### src/rtl/uart_pkg.sv
// Shared UART definitions: state encoding, parity modes and the parity helper.
// StBreak exists only when UART_TX_BREAK_EN is defined.
package uart_pkg;

    localparam int unsigned MAX_DATA_W = 9;

    localparam logic [1:0] PAR_NONE = 2'b00;
    localparam logic [1:0] PAR_EVEN = 2'b01;
    localparam logic [1:0] PAR_ODD  = 2'b10;

    typedef enum logic [2:0] {
`ifdef UART_TX_BREAK_EN
        StBreak  = 3'd5,
`endif
        StIdle   = 3'd0,
        StStart  = 3'd1,
        StData   = 3'd2,
        StParity = 3'd3,
        StStop   = 3'd4
    } tx_state_e;

    // Unused upper bits of data must be zero; they do not disturb the XOR.
    function automatic logic calc_parity(input logic [MAX_DATA_W-1:0] data,
                                         input logic [1:0]            mode);
        case (mode)
            PAR_EVEN: return ^data;
            PAR_ODD:  return ~^data;
            default:  return 1'b0;
        endcase
    endfunction

    function automatic logic parity_enabled(input logic [1:0] mode);
        return (mode == PAR_EVEN) || (mode == PAR_ODD);
    endfunction

endpackage

### src/rtl/uart_bit_timer.sv
// Bit-period counter: counts 0..CLKS_PER_BIT-1 while enabled, flags the last cycle.
// Shared between the UART transmitter and receiver.
module uart_bit_timer #(
    parameter int unsigned CLKS_PER_BIT = 16
) (
    input  logic clk,
    input  logic reset,
    input  logic en,
    input  logic clr,
    output logic tc
);
    localparam int unsigned CNT_W = (CLKS_PER_BIT > 1) ? $clog2(CLKS_PER_BIT) : 1;
    localparam logic [CNT_W-1:0] LAST = CNT_W'(CLKS_PER_BIT - 1);

    logic [CNT_W-1:0] cnt_q, cnt_d;

    always_comb begin
        cnt_d = cnt_q;
        if (clr) begin
            cnt_d = '0;
        end else if (en) begin
            cnt_d = (cnt_q == LAST) ? '0 : cnt_q + 1'b1;
        end
    end

    always_ff @(posedge clk or posedge reset) begin
        if (reset) begin
            cnt_q <= '0;
        end else begin
            cnt_q <= cnt_d;
        end
    end

    assign tc = en && !clr && (cnt_q == LAST);

endmodule

### src/rtl/uart_tx_param.sv
// Parametrised UART transmitter with valid/ready input, selectable parity and stop bits.
// Define UART_TX_BREAK_EN to add the tx_break input and the BREAK state.
module uart_tx_param
    import uart_pkg::*;
#(
    parameter int unsigned DATA_W       = 8,
    parameter int unsigned CLKS_PER_BIT = 16
) (
    input  logic              tx_clk,
    input  logic              reset,
    input  logic              tx_valid,
    input  logic [DATA_W-1:0] tx_data,
    input  logic [1:0]        parity_mode,
    input  logic              two_stop,
`ifdef UART_TX_BREAK_EN
    input  logic              tx_break,
`endif
    output logic              tx_ready,
    output logic              tx_busy,
    output logic              tx_done,
    output logic              tx_serial
);
    localparam int unsigned IDX_W = $clog2(DATA_W);
    localparam logic [IDX_W-1:0] LAST_IDX = IDX_W'(DATA_W - 1);

    tx_state_e         state_q, state_d;
    logic [DATA_W-1:0] shift_q, shift_d;
    logic [IDX_W-1:0]  idx_q, idx_d;
    logic              parity_q, parity_d;
    logic              par_en_q, par_en_d;
    logic              two_stop_q, two_stop_d;
    logic              stop2_q, stop2_d;
    logic              tx_serial_d;
    logic              timer_en;
    logic              bit_end;
    logic              accept;
`ifdef UART_TX_BREAK_EN
    logic              brk_mark_q, brk_mark_d;
`endif

    // A pending break wins over a pending word, so ready drops while break is asserted.
`ifdef UART_TX_BREAK_EN
    assign tx_ready = (state_q == StIdle) && !tx_break;
`else
    assign tx_ready = (state_q == StIdle);
`endif
    assign tx_busy = (state_q != StIdle);
    assign accept  = tx_valid && tx_ready;

    always_comb begin
        timer_en = 1'b0;
        case (state_q)
            StStart, StData, StParity, StStop: timer_en = 1'b1;
`ifdef UART_TX_BREAK_EN
            StBreak: timer_en = brk_mark_q;
`endif
            default: timer_en = 1'b0;
        endcase
    end

    uart_bit_timer #(
        .CLKS_PER_BIT(CLKS_PER_BIT)
    ) u_bit_timer (
        .clk  (tx_clk),
        .reset(reset),
        .en   (timer_en),
        .clr  (!timer_en),
        .tc   (bit_end)
    );

    always_comb begin
        state_d    = state_q;
        shift_d    = shift_q;
        idx_d      = idx_q;
        parity_d   = parity_q;
        par_en_d   = par_en_q;
        two_stop_d = two_stop_q;
        stop2_d    = stop2_q;
`ifdef UART_TX_BREAK_EN
        brk_mark_d = brk_mark_q;
`endif
        tx_done    = 1'b0;

        case (state_q)
            StIdle: begin
                if (accept) begin
                    state_d    = StStart;
                    shift_d    = tx_data;
                    idx_d      = '0;
                    parity_d   = calc_parity(MAX_DATA_W'(tx_data), parity_mode);
                    par_en_d   = parity_enabled(parity_mode);
                    two_stop_d = two_stop;
                    stop2_d    = 1'b0;
                end
`ifdef UART_TX_BREAK_EN
                else if (tx_break) begin
                    state_d    = StBreak;
                    brk_mark_d = 1'b0;
                end
`endif
            end
            StStart: begin
                if (bit_end) state_d = StData;
            end
            StData: begin
                if (bit_end) begin
                    shift_d = shift_q >> 1;
                    if (idx_q == LAST_IDX) begin
                        state_d = par_en_q ? StParity : StStop;
                    end else begin
                        idx_d = idx_q + 1'b1;
                    end
                end
            end
            StParity: begin
                if (bit_end) state_d = StStop;
            end
            StStop: begin
                if (bit_end) begin
                    if (two_stop_q && !stop2_q) begin
                        stop2_d = 1'b1;
                    end else begin
                        tx_done = 1'b1;
                        state_d = StIdle;
                    end
                end
            end
`ifdef UART_TX_BREAK_EN
            // Hold low while break is asserted, then one bit time of mark before idle.
            StBreak: begin
                if (!brk_mark_q) begin
                    if (!tx_break) brk_mark_d = 1'b1;
                end else if (bit_end) begin
                    brk_mark_d = 1'b0;
                    state_d    = StIdle;
                end
            end
`endif
            default: state_d = StIdle;
        endcase

        // Line is registered and derived from the next state so it changes on the same edge.
        case (state_d)
            StStart:  tx_serial_d = 1'b0;
            StData:   tx_serial_d = shift_d[0];
            StParity: tx_serial_d = parity_d;
`ifdef UART_TX_BREAK_EN
            StBreak:  tx_serial_d = brk_mark_d;
`endif
            default:  tx_serial_d = 1'b1;
        endcase
    end

    always_ff @(posedge tx_clk or posedge reset) begin
        if (reset) begin
            state_q    <= StIdle;
            shift_q    <= '0;
            idx_q      <= '0;
            parity_q   <= 1'b0;
            par_en_q   <= 1'b0;
            two_stop_q <= 1'b0;
            stop2_q    <= 1'b0;
            tx_serial  <= 1'b1;
`ifdef UART_TX_BREAK_EN
            brk_mark_q <= 1'b0;
`endif
        end else begin
            state_q    <= state_d;
            shift_q    <= shift_d;
            idx_q      <= idx_d;
            parity_q   <= parity_d;
            par_en_q   <= par_en_d;
            two_stop_q <= two_stop_d;
            stop2_q    <= stop2_d;
            tx_serial  <= tx_serial_d;
`ifdef UART_TX_BREAK_EN
            brk_mark_q <= brk_mark_d;
`endif
        end
    end

endmodule

### config.mk
export PLATFORM = sky130hd
export DESIGN_NAME = uart_tx_param
export DESIGN_NICKNAME = d
export VERILOG_FILES = /design/src/rtl/uart_pkg.sv /design/src/rtl/uart_bit_timer.sv /design/src/rtl/uart_tx_param.sv
export SDC_FILE = /design/constraint.sdc
export NUM_CORES = 1
export LEC_CHECK = 0
export BUFFER_PORTS_ARGS = -buffer_cell sky130_fd_sc_hd__buf_2
export CAP_MARGIN = 20
export CORE_MARGIN = 4
export CORE_UTILIZATION = 55
export CTS_CLUSTER_SIZE = 14
export DETAILED_ROUTE_END_ITERATION = 10
export PLACE_DENSITY = 0.85
export SYNTH_ARGS = -nofsm -noshare
export SYNTH_HDL_FRONTEND = slang
export SYNTH_SLANG_ARGS = --single-unit
### constraint.sdc
create_clock -name tx_clk -period 2.4 [get_ports tx_clk]
set_clock_uncertainty 0.2 [all_clocks]
set_input_delay 0.48 -clock tx_clk [delete_from_list [all_inputs] [get_ports tx_clk]]
set_output_delay 0.48 -clock tx_clk [all_outputs]
set_load 0.005 [all_outputs]
==> out/qor.txt, run 1 <==
max-cap check violation count = 0
hold depth = 2
DPL Wire Length = 1830 µm
Synth Instances = 118
main combinational cell family by area after synthesis = compound AO/OA/AOI/OAI gates
Peak supply drop = 0.000354 V
total power draw = 648 µW
# diodes = 0
Die W = 55.3 µm
Vias/cell = 5.78
# port buffers = 17
Post-Route WL = 2430 µm
Synth Area in Compound Gates = 0.189
Post-synth EDFFs = 0
syn nets = 137
top cells by area, synth = dfrtp_1, ha_1, xnor2_1
asr flop ratio synth = 1.00
proportion of synthesized area in mux cells = 0.0264
DRC viols = 0
status = completed
WS Path Type = flip-flop to output pin
Area Growth Syn to Fin = 13.8%
Critical Path End Type = output pin
total core area = 0.00204 mm²
Most used DFF post-synth = dfrtp_1
vias in the first global route = 971
number of warning messages in the yosys log = 0
Tot GR Track Use = 0.177
sequential element share of the synthesized area = 0.468
# nets final = 158
first-pass GRT wire length = 4250 µm
Required @ worst endpoint = 1720 ps
Final ANT Viol Nets = 0
Cell Area, Synth = 0.00123 mm²
highest clock rate = 439 MHz
worst r2r src = state_q[1]
initial antenna violation count = 0
layout cells sized above 1 = 0.297
Clock Latency Late Sink = 320 ps
clk buf depth = 2
CTS Root Cell = clkbuf_4
Critical Path AT = 1600 ps
worst-margin pin slew = 494 ps
Via Count = 954
Die ar. = 0.00306 mm²
CTS tree = yes
max-slew violations = 0
Max-Slew Margin vs Limit = 0.670
Critical Path Start = u_bit_timer.cnt_q[1]
leakage = 0.676 nW
Worst Hold Launch = two_stop
H-tree depth = 1
DR WL/cell = 14.7 µm
Avg Cell Area, Syn = 10.4 µm²
simple-gate area share of the yosys netlist = 0.146
Worst Hold Class = input port to flip-flop
drt first pass iters = 4
count of cell types in the netlist = 36
dominant cell type by area after synthesis = dfrtp_1
Clock transition at path regs = 120 ps
Site Rows = 16
final hold vios = 0
Placer Congestion = 0.777
Yosys top cell area share = 0.447
power density cells = 462 mW/mm²
Fillers = 180
Tmin final = 2280 ps
Reg2Reg Depth = 5
largest net degree at the start of global routing = 24
type of origin of the critical path = flip-flop
critical path peak fanout = 9
XOR/XNOR Fraction of Synth Area = 0.0569
setup TNS = 0 ps
CTS buffer count = 3
Synth Area in Adders = 0.0508
Initial Util = 0.604
#FFs+latches synth = 23
Setup violations, final = 0
die height = 55.3 µm
total gr overflow = 0
Sink Count = 23
crit share post-route = 0.949
RSZ-0062 raised after global routing = no
# IOs = 18
Starting DRT DRC Count = 21
## cell type report
class,count,area [µm²],share of cell area
multi-input combinational,81,607,0.433
sequential,23,579,0.413
timing repair buffer,22,125,0.0892
tap,27,33.8,0.0241
inverter,8,30.0,0.0214
clock buffer,3,22.5,0.0161
clock inverter,1,5.00,0.00357
## cells in the mapped netlist, types with 2 or more instances
library cell  count
nand3_1           2
inv_1             8
nor2_1            6
and3_1            3
a22oi_1           6
nand2_1          12
a21oi_1           8
ha_1              5
buf_2             2
buf_6             3
o21ai_0           7
a221o_2           2
dfrtp_1          22
xnor2_1           7
a22o_1            2
mux2_2            2
nor2b_1           2
## layer usage
layer	vias to the layer above	part of all wire	track usage
met5	-	0	0
met4	0	0.038	0.125
met3	9	0.050	0.0396
met2	31	0.50	0.294
met1	463	0.41	0.200
li1	451	-	-
## placed cells by master, fill, tap and decap left out, types with 2 or more instances in the layout
| cell | instances |
|---|---|
| clkbuf_4 | 3 |
| buf_4 | 4 |
| a21oi_1 | 8 |
| ha_1 | 4 |
| a22oi_1 | 6 |
| nand2_1 | 12 |
| dfrtp_1 | 20 |
| xnor2_1 | 7 |
| nand3_1 | 2 |
| buf_2 | 17 |
| dfrtp_2 | 2 |
| a221o_2 | 2 |
| mux2_2 | 2 |
| o21ai_0 | 7 |
| nor2b_1 | 2 |
| inv_1 | 8 |
| a22o_1 | 2 |
| nor2_1 | 6 |
| and3_1 | 2 |
## through the flow
stage	hold WS [ps]	instance area, µm²	std cells	worst slack [ps]	utilization
floorplan	247	1230	118	260	-
global placement	261	1330	159	257	0.650
detailed placement	273	1330	159	151	0.650
CTS	171	1370	164	5.27	0.670
global route	166	1400	165	3.12	0.687
finish	184	1400	165	123	0.687
## where the power goes
part           internal (mW)  switching, mW  leakage (nW)  total (mW)
sequential             0.395        0.00409         0.294       0.399
combinational         0.0329         0.0333         0.364      0.0662
clock                 0.0625          0.120        0.0177       0.183
## sequential cells by signal, indices dropped and copies added (netlist names)
| signal | cells |
|---|---|
| stop2_q | 1 |
| u_bit_timer.cnt_q | 4 |
| state_q | 3 |
| shift_q | 8 |
| idx_q | 3 |
| par_en_q | 1 |
| tx_serial | 1 |
| parity_q | 1 |
| two_stop_q | 1 |
## cell families after synthesis
| family | Yosys count |
|---|---|
| buffers and inverters | 14 |
| AO/OA/AOI/OAI | 32 |
| adder cells (fa/ha/maj) | 5 |
| XOR/XNOR | 8 |
| flip-flops | 23 |
| AND/OR/NAND/NOR | 33 |
| multiplexers | 3 |
## timing repair
item,in CTS,in global routing
endpoints found under the setup margin,1,2
pin swaps,0,1
endpoints found under the hold margin,22,0
gates resized for setup,3,6
hold buffers,1,0
buffers inserted,0,1
## critical path, cell delays in order, from the launching register on
cell,delay (ps)
dfrtp_1,440
ha_4,170
and3_4,230
a21boi_4,180
and3_1,160
buf_2,100
## final timing paths
path,endpoint,slack [ps]
min in group asynchronous,shift_q[2],510
hold / removal,two_stop_q,180
max in group asynchronous,tx_serial,1210
setup reg to reg,tx_serial,240
hold reg to reg,shift_q[4],300
setup / recovery,tx_done,120
No activity file was read; power rests on OpenSTA's default activity.
==> inputs of run 2 (changes only) <==
--- a/config.mk
+++ b/config.mk
@@ -8,10 +8,11 @@
 export BUFFER_PORTS_ARGS = -buffer_cell sky130_fd_sc_hd__buf_2
 export CAP_MARGIN = 20
 export CORE_MARGIN = 4
-export CORE_UTILIZATION = 55
+export CORE_UTILIZATION = 50
 export CTS_CLUSTER_SIZE = 14
 export DETAILED_ROUTE_END_ITERATION = 10
-export PLACE_DENSITY = 0.85
+export PLACE_DENSITY = 0.74
+export REMOVE_ABC_BUFFERS = 1
 export SYNTH_ARGS = -nofsm -noshare
 export SYNTH_HDL_FRONTEND = slang
 export SYNTH_SLANG_ARGS = --single-unit
==> constraint.sdc (replaced) <==
create_clock -name tx_clk -period 1.9 [get_ports tx_clk]
set_clock_uncertainty 0.2 [all_clocks]
set_input_delay 0.38 -clock tx_clk [delete_from_list [all_inputs] [get_ports tx_clk]]
set_output_delay 0.38 -clock tx_clk [all_outputs]
set_load 0.005 [all_outputs]
==> run 2 against run 1 <==
The flow now finishes with violations (negative setup slack). Clock power rose by 28%. Combinational power rose by 30%. Sequential share of layout area fell by 5.9 points. Via count rose by 9.9%. Non-clock buffer count rose by 23. Hold slack got worse by 97 ps. Sequential cell count did not move. Critical path depth did not move. Wire length rose by 24%. Setup slack got worse by 280 ps. Die area rose by 8.5%. Largest power group unchanged.
==> out/qor.txt, run 2 (same netlist as run 1, synthesis figures left out) <==
Peak supply drop = 0.000559 V (+58%)
commonest non-fill, non-tap cell in the layout = buf_4
Sink Count = 23 (unchanged)
RSZ-0062 raised after global routing = yes
Reg2Reg Depth = 8 (+3)
Tmin final = 2060 ps
pre-CTS setup slack = -45.8 ps (-197 ps)
Starting DRT DRC Count = 42 (+100%)
hold depth = 2 (unchanged)
DR WL/cell = 16.0 µm (+8.4%)
Initial Util = 0.542 (-0.0620)
Worst Hold Class = input port to flip-flop
WS Path Type = flip-flop to output pin
total power draw = 827 µW (+28%)
Worst Hold Launch = two_stop
crit share post-route = 1.08
Clock transition at path regs = 130 ps (about the same)
post-placement cell area = 0.00144 mm² (+8.6%)
Largest regs = shift_q x8, u_bit_timer.cnt_q x4
highest clock rate = 486 MHz
placed instance count = 175 (+10%)
final hold vios = 0 (unchanged)
DRC viols = 0 (unchanged)
reg2reg end = tx_serial
power density cells = 506 mW/mm² (+9.5%)
Max-Slew Margin vs Limit = 0.764 (+0.0939)
clk buf depth = 2 (unchanged)
hold slack = 86.7 ps (-97.4 ps)
critical path peak fanout = 2 (-7)
type of origin of the critical path = flip-flop
max-slew violations = 0 (unchanged)
Die ar. = 0.00332 mm² (+8.5%)
Hold Path Sink = two_stop_q
Critical Path AT = 1480 ps (-120 ps)
worst-margin pin slew = 353 ps (-141 ps)
initial antenna violation count = 0 (unchanged)
total core area = 0.00228 mm² (+11%)
total gr overflow = 0 (unchanged)
Area Growth Syn to Fin = 32.6%
Die W = 57.6 µm (+4.2%)
DPL Wire Length = 2020 µm (+10%)
layout cells sized above 1 = 0.435 (+0.138)
Post-Route WL = 3020 µm (+24%)
Placer Congestion = 0.830 (+6.7%)
Largest register FFs = 8 (unchanged)
CTS tree = yes
# diodes = 0 (unchanged)
Via Count = 1048 (+9.9%)
most frequent cells in the layout = buf_4, dfrtp_1, buf_2
Finished Cell Area = 0.00163 mm² (+17%)
max-cap check violation count = 0 (unchanged)
CTS buffer count = 3 (unchanged)
Site Rows = 17 (+1)
Tot GR Track Use = 0.186 (+0.00894)
most flop-heavy register = shift_q
CTS Root Cell = clkbuf_4
reg2reg setup slack = -80 ps (-320 ps)
leakage = 0.809 nW (+20%)
# port buffers = 17 (unchanged)
Finished Core Util = 0.718 (+0.0311)
final cell count without fillers = 189 (+15%)
die height = 57.6 µm (+4.2%)
# nets final = 181 (+15%)
failing checks = negative setup slack
Clock Latency Late Sink = 310 ps (about the same)
Final ANT Viol Nets = 0 (unchanged)
# IOs = 18 (unchanged)
vias in the first global route = 1111 (+14%)
Setup violations, final = 4 (+4)
worst r2r src = u_bit_timer.cnt_q[1]
Critical Path End Type = output pin
Critical Path Start = u_bit_timer.cnt_q[1]
first-pass GRT wire length = 4820 µm (+13%)
largest net degree at the start of global routing = 24 (unchanged)
setup TNS = -466 ps (-466 ps)
Required @ worst endpoint = 1320 ps (-400 ps)
drt first pass iters = 6 (+2)
status = finished with violations
H-tree depth = 1 (unchanged)
setup ws final = -160 ps (-282 ps)
Vias/cell = 5.54 (-4.1%)
==> run 2: timing repair <==
action / 4_1_cts / 5_1_grt
buffers inserted: 7 / 4
endpoints found under the setup margin: 4 / 8
hold buffers: 1 / 0
resized for setup: 12 / 13
endpoints found under the hold margin: 22 / 0
pin swaps: 6 / 3
==> run 2: per-layer routing <==
| layer | vias to the layer above | track usage | routed length (µm) |
|---|---|---|---|
| li1 | 497 | - | - |
| met1 | 518 | 0.238 | 1230 |
| met2 | 27 | 0.300 | 1600 |
| met3 | 6 | 0.0401 | 138 |
| met4 | 0 | 0.0894 | 53 |
| met5 | - | 0 | 0 |
==> run 2: power breakdown <==
| part | switching, mW | internal, mW | total, mW |
|---|---|---|---|
| Sequential | 0.00592 | 0.499 | 0.505 |
| Clock | 0.156 | 0.0787 | 0.235 |
| Combinational | 0.0426 | 0.0436 | 0.0863 |
| Total | 0.205 | 0.622 | 0.827 |
==> run 2: worst max path at each step <==
stage                      endpoint  slack (ps)  depth (start not counted)
after global routing        tx_done        -240                          5
final                       tx_done        -160                          5
after global placement    tx_serial          30                          6
after CTS                   tx_done        -160                          5
after detailed placement  tx_serial         -50                          6
after floorplan           tx_serial        -150                          6
==> run 2: cell type report <==
type	count	area, µm²
multi-input combinational	81	631
clock inverter	1	5.00
inverter	8	32.5
tap	28	35.0
clock buffer	3	22.5
timing repair buffer	45	329
sequential	23	579
fill	142	642
==> run 2: critical path, cell delays in order, from the launching register on <==
cell and delay (ps):
dfrtp_1 390, ha_2 190, and3_4 170, a21boi_4 160, and3_1 150, buf_2 100
